$ cat src/rtl/packetizer_serial.sv
// packetizer_serial: splits one message (payload + dst + vc) into NUM_FLITS
//   flits and emits them one per cycle onto a NoC injection port.
// Latency: head flit on data_out the cycle after acceptance; NUM_FLITS
//   cycles per message when ready_in is held high.
// Backpressure: valid_out && !ready_in freezes the flit, counter and latched
//   message. ready_out is high when idle or while the tail is being accepted.
//
// Ports:
//   clk, rst_n            clock, asynchronous active-low reset
//   data_in/dst_in/vc_in  message payload, destination router, virtual channel
//   valid_in / ready_out  message handshake
//   data_out / valid_out  registered flit {valid, head, tail, vc, [dst], payload, pad}
//   ready_in              downstream accepts the presented flit
//   pkt_count/flit_count  present only when PACKETIZER_SERIAL_STATS_EN is defined
//
// Optional feature macro: PACKETIZER_SERIAL_STATS_EN (wrapping 16-bit packet and
// flit handshake counters).

module packetizer_serial #(
  parameter int ADDRESS_WIDTH    = 4,
  parameter int VC_ADDRESS_WIDTH = 1,
  parameter int WIDTH_IN         = 64,
  parameter int FLIT_WIDTH       = 36
) (
  input  logic                        clk,
  input  logic                        rst_n,
  input  logic [WIDTH_IN-1:0]         data_in,
  input  logic [ADDRESS_WIDTH-1:0]    dst_in,
  input  logic [VC_ADDRESS_WIDTH-1:0] vc_in,
  input  logic                        valid_in,
  output logic                        ready_out,
  output logic [FLIT_WIDTH-1:0]       data_out,
  output logic                        valid_out,
`ifdef PACKETIZER_SERIAL_STATS_EN
  output logic [15:0]                 pkt_count,
  output logic [15:0]                 flit_count,
`endif
  input  logic                        ready_in
);

  localparam int HEAD_PAYLOAD = FLIT_WIDTH - 3 - VC_ADDRESS_WIDTH - ADDRESS_WIDTH;
  localparam int BODY_PAYLOAD = FLIT_WIDTH - 3 - VC_ADDRESS_WIDTH;
  localparam int NUM_FLITS    = (WIDTH_IN <= HEAD_PAYLOAD) ? 1 :
      1 + (WIDTH_IN - HEAD_PAYLOAD + BODY_PAYLOAD - 1) / BODY_PAYLOAD;
  localparam int CNT_W        = $clog2(NUM_FLITS) + 1;
  // Padded message carries one spare body slot so the body slice below is
  // always in range, even for single-flit configurations.
  localparam int PAD_W        = HEAD_PAYLOAD + NUM_FLITS * BODY_PAYLOAD;
  localparam logic [CNT_W-1:0] LAST_IDX = CNT_W'(NUM_FLITS - 1);

  typedef enum logic {
    S_IDLE = 1'b0,
    S_SEND = 1'b1
  } state_t;

  state_t                      r_state, w_state_nxt;
  logic [CNT_W-1:0]            r_cnt, w_cnt_nxt;
  logic [FLIT_WIDTH-1:0]       r_data, w_data_nxt;
  logic [WIDTH_IN-1:0]         r_msg, w_msg_nxt;
  logic [ADDRESS_WIDTH-1:0]    r_dst, w_dst_nxt;
  logic [VC_ADDRESS_WIDTH-1:0] r_vc, w_vc_nxt;

  logic w_is_tail;
  logic w_accept;
  logic w_hs;

  // Builds flit number idx of a message. Payload is consumed MSB-first; the
  // zero padding appended below the message lands in the LSBs of the tail.
  function automatic logic [FLIT_WIDTH-1:0] build_flit(
    input logic [WIDTH_IN-1:0]         msg,
    input logic [ADDRESS_WIDTH-1:0]    dst,
    input logic [VC_ADDRESS_WIDTH-1:0] vc,
    input logic [CNT_W-1:0]            idx
  );
    logic [PAD_W-1:0] pad;
    logic [PAD_W-1:0] shifted;
    logic             tail;
    int               sh;
    pad  = {msg, {(PAD_W - WIDTH_IN){1'b0}}};
    tail = (idx == LAST_IDX);
    if (idx == '0) begin
      build_flit = {1'b1, 1'b1, tail, vc, dst, pad[PAD_W-1 -: HEAD_PAYLOAD]};
    end else begin
      sh         = HEAD_PAYLOAD + (int'(idx) - 1) * BODY_PAYLOAD;
      shifted    = pad << sh;
      build_flit = {1'b1, 1'b0, tail, vc, shifted[PAD_W-1 -: BODY_PAYLOAD]};
    end
  endfunction

  assign valid_out = (r_state == S_SEND);
  assign data_out  = r_data;
  assign w_is_tail = (r_cnt == LAST_IDX);
  // Only the tail-flit case looks at ready_in, which is what allows a new
  // message to be taken on the same edge the tail leaves.
  assign ready_out = !valid_out || (w_is_tail && ready_in);
  assign w_accept  = valid_in && ready_out;
  assign w_hs      = valid_out && ready_in;

  always_comb begin
    w_state_nxt = r_state;
    w_cnt_nxt   = r_cnt;
    w_data_nxt  = r_data;
    w_msg_nxt   = r_msg;
    w_dst_nxt   = r_dst;
    w_vc_nxt    = r_vc;
    if (w_accept) begin
      w_msg_nxt   = data_in;
      w_dst_nxt   = dst_in;
      w_vc_nxt    = vc_in;
      w_cnt_nxt   = '0;
      w_data_nxt  = build_flit(data_in, dst_in, vc_in, '0);
      w_state_nxt = S_SEND;
    end else if (w_hs) begin
      if (w_is_tail) begin
        w_cnt_nxt   = '0;
        w_data_nxt  = '0;
        w_state_nxt = S_IDLE;
      end else begin
        w_cnt_nxt  = r_cnt + CNT_W'(1);
        w_data_nxt = build_flit(r_msg, r_dst, r_vc, r_cnt + CNT_W'(1));
      end
    end
  end

  always_ff @(posedge clk or negedge rst_n) begin
    if (!rst_n) begin
      r_state <= S_IDLE;
      r_cnt   <= '0;
      r_data  <= '0;
      r_msg   <= '0;
      r_dst   <= '0;
      r_vc    <= '0;
    end else begin
      r_state <= w_state_nxt;
      r_cnt   <= w_cnt_nxt;
      r_data  <= w_data_nxt;
      r_msg   <= w_msg_nxt;
      r_dst   <= w_dst_nxt;
      r_vc    <= w_vc_nxt;
    end
  end

`ifdef PACKETIZER_SERIAL_STATS_EN
  logic [15:0] r_pkt_count;
  logic [15:0] r_flit_count;

  always_ff @(posedge clk or negedge rst_n) begin
    if (!rst_n) begin
      r_pkt_count  <= '0;
      r_flit_count <= '0;
    end else if (w_hs) begin
      r_flit_count <= r_flit_count + 16'd1;
      if (w_is_tail) begin
        r_pkt_count <= r_pkt_count + 16'd1;
      end
    end
  end

  assign pkt_count  = r_pkt_count;
  assign flit_count = r_flit_count;
`endif

endmodule
$ cat config.mk
export PLATFORM = sky130hd
export DESIGN_NAME = packetizer_serial
export DESIGN_NICKNAME = d
export VERILOG_FILES = /design/src/rtl/packetizer_serial.sv
export SDC_FILE = /design/constraint.sdc
export NUM_CORES = 1
export LEC_CHECK = 0
export ABC_AREA = 1
export CORE_UTILIZATION = 35
export CTS_BUF_LIST = sky130_fd_sc_hd__clkbuf_8 sky130_fd_sc_hd__clkbuf_16
export CTS_CLUSTER_DIAMETER = 150
export DETAILED_ROUTE_END_ITERATION = 7
export SLEW_MARGIN = 20
export SYNTH_ARGS = -nofsm -noshare
export SYNTH_HDL_FRONTEND = slang
export SYNTH_SLANG_ARGS = --single-unit
$ cat constraint.sdc
create_clock -name clk -period 2.25 [get_ports clk]
set_input_delay 0.45 -clock clk [delete_from_list [all_inputs] [get_ports clk]]
set_output_delay 0.45 -clock clk [all_outputs]
set_load 0.01 [all_outputs]
==> qor.csv <==
stage,metric,value,unit
clock_network,clk_latency,0.35,ns
global_routing,top_usage_layer,met2,
timing,worst_pin_slew,0.627,ns
global_routing,grt_pass1_wl,20900,um
clock_network,cts_buffers,9,
timing,relSlewSlack,0.581,
critical_path,crit_end,data_out[8],
critical_path,criticalPathCategory,reg -> reg,
synthesis,synth-xor-area-share,0,
placement,dpl.hpwl,8560,um
timing,rsz0062_at_grt,no,
synthesis,yosysSeqAreaShare,0.522,
global_routing,grt_overflow,0,
power_and_ir_drop,power_density,1420,mW/mm^2
finish,multi_input_area,0.00206,mm^2
route,first_iter_violations,266,
run_status,status,"finished, final reports clean",
route,vias_per_cell,4.63,
global_routing,grt_max_degree,72,
flow_run,drv_cap,0,
synthesis,synth_top_family_by_area,simple AND/OR/NAND/NOR gates,
die,core,0.0145,mm^2
power_and_ir_drop,cellLeakagePower,3.58,nW
critical_path,arrival,2.40,ns
synthesis,synth_most_common_cell,nand2_1,
critical_path,rr_startpoint,r_cnt[1],
critical_path,endpoint_kind,flip-flop,
global_routing,gr-usage-met1,0.237,
critical_path,rr_worst_depth,13,
synthesis,ys.flop_type,dfrtp_1,
route,vias,4461,
critical_path,timing.critical_path.from,r_cnt[1],
synthesis,synthDistinctLibCells,24,
synthesis,synth_area_leaders,"dfrtp_1, nand2_1, o21ai_1",
synthesis,avgSynthCellArea,7.79,um^2
global_routing,grt_pass1_vias,4361,
power_and_ir_drop,ir_drop,472,uV
die,rows,44,
timing,max_freq,473,MHz
critical_path,required,2.54,ns
timing,clock_skew,0.00692,ns
synthesis,postSynth.asyncResetShare,1.00,
die,dieArea,0.0154,mm^2
route,antenna_left,0,
finish,final_layout_size_suffix_gt1_frac,0.0872,
clock_network,cts_buffer_depth,2,
synthesis,yosys.area_share.simple,0.316,
synthesis,synth-warning-count,0,
finish,area.growth.synth_to_final,33.1,%
finish,antennaDiodeCount,0,
finish,finish.utilization,0.478,
synthesis,synth.area.mux_share,0,
global_routing,grt_use_total,0.177,
clock_network,cts_tree,built,
global_routing,antenna_found_initial,0,
route,drc,0,
placement,gp_congestion,0.773,
die,ios,111,
critical_path,ff2ff_setup_slack,0.14,ns
hold_path,hold_class,in -> async,
synthesis,syn-cell-area,0.00523,mm^2
synthesis,netlist_instances,671,
finish,regArea,0.00273,mm^2
clock_network,cts_hold_buf,0,
placement,io_buffer_count,110,
route,first_pass_iters,4,
clock_network,clk_pin_slew,0.07,ns
synthesis,yosys-top-cells-count,"nand2_1, dfrtp_1, inv_1, o21ai_1, nand3_1",
route,post_drt_wl_per_cell,13.5,um
die,die_y,124,um
timing,min_period,2.11,ns
timing,finalMaxSlewViolations,0,
clock_network,cts_root_buf,clkbuf_16,
timing,final_hold_viol_count,0,
timing,finalSetupViolCount,0,
clock_network,htree_levels,3,
finish,final_nets,853,
critical_path,crit_fanout,6,
synthesis,synth_fa_ha_area_frac,0.0120,
die,chipWidth,124,um
critical_path,r2r_end,data_out[8],
synthesis,synth-seq-cells,109,
synthesis,synth_top_area_frac,0.522,
timing,min_period_over_period,0.940,
global_routing,globalRouteMet2Util,0.289,
synthesis,yosysTopAreaCell,dfrtp_1,
timing,fin_setup_tns,0,ns
synthesis,syn_nets,749,
critical_path,critPathLaunchType,flip-flop,
clock_network,cts_num_sinks,109,
global_routing,grt_use_met3,0.0270,
route,drt_wl_total,13000,um
timing,whs,0.0818,ns
synthesis,synth-compound-area-share,0.0584,
die,start_util,0.360,
synthesis,synth-edff-count,0,
finish,fillers,1447,
metal layers:
metal  wire length, um  vias up
met4               169        0
met5                 0        -
met2              6210       96
met1              6030     2091
li1                  -     2261
met3               560       13
logic make-up after synthesis:
group,Yosys count
simple gates,394
buf+inv,103
compound gates,60
flops,109
fa+ha+maj,5
repair_timing:
item	in CTS	in global routing
cloned	0	2
pin swaps	0	5
endpoints found under the hold margin	0	0
gates resized for setup	2	6
endpoints found under the setup margin	1	21
buffers inserted	0	2
worst max-delay path: stages (launching register included):
cell and delay (ns):
dfrtp_1 0.44, ha_4 0.19, ha_4 0.27, inv_4 0.04, ha_4 0.25, inv_2 0.05, nor2_8 0.11, nand2_4 0.07
nor2_8 0.20, clkbuf_16 0.19, nand3_1 0.06, nand2_1 0.08, nand2_1 0.04, nand2_1 0.06
worst min path at each step:
| stage | startpoint | endpoint | cells after the start |
|---|---|---|---|
| detailed placement | r_msg[40] | r_msg[40] | 2 |
| global placement | r_msg[37] | r_msg[37] | 2 |
| global route | rst_n | r_msg[55] | 1 |
| floorplan | rst_n | data_out[0] | 0 |
| CTS | rst_n | r_msg[22] | 1 |
| finish | rst_n | r_msg[55] | 1 |
cells in the final DEF (no fill, tap or decap):
master           Yosys  layout
clkinvlp_4           0       1
ha_1                 5       1
nor2_8               2       2
buf_4                5      12
nand2_4              2       3
inv_1               57      58
clkbuf_16            0      11
nand2_1            337     337
ha_2                 0       1
nand2_2              2       1
bufinv_16            0       2
o21ai_1             46      46
a21oi_1              6       6
inv_4                0       1
inv_2               10      10
nor2_2               1       2
ha_4                 0       3
o22ai_1              2       2
o21ai_0              5       5
dlygate4sd2_1        0       1
dfrtp_1            109     109
nand4_1              6       6
nor2_1               8       7
a22oi_1              1       1
nand3_1             25      25
nand3_2             11      11
clkdlybuf4s50_1      0     108
buf_12               0       6
clkbuf_8             0       2
where the power goes:
| part | total [W] | internal (W) | switching [W] | leakage [nW] |
|---|---|---|---|---|
| logic | 0.00471 | 0.00215 | 0.00256 | 2.04 |
| registers | 0.00344 | 0.00289 | 0.000547 | 1.37 |
| clock network | 0.00174 | 0.00103 | 0.000707 | 0.164 |
| total | 0.00988 | 0.00607 | 0.00382 | 3.58 |
registers in the layout (all words and copies together) (netlist names):
name,cells
r_dst,4
r_vc,1
r_cnt,3
data_out,36
r_msg,64
valid_out,1
stage by stage:
| step | instance area [um^2] | std cells | total power [W] | worst slack (ns) |
|---|---|---|---|---|
| final | 6950 | 964 | 0.00988 | 0.135 |
| after global routing | 6950 | 964 | 0.0107 | 0.0316 |
| after CTS | 6850 | 960 | 0.00963 | 0.0605 |
| after detailed placement | 6520 | 944 | 0.00785 | 0.0836 |
| after global placement | 6520 | 944 | 0.00772 | 0.144 |
| after floorplan | 5230 | 671 | 0.00618 | 0.274 |
area by class of cell:
cell class | count | area share
clock buffers | 11 | 0.0363
multi-input cells | 459 | 0.297
clock inverters | 5 | 0.0108
inverters | 67 | 0.0365
flip-flops and latches | 109 | 0.392
well taps | 184 | 0.0331
repair buffers | 129 | 0.194
(Power assumes the default switching activity.)
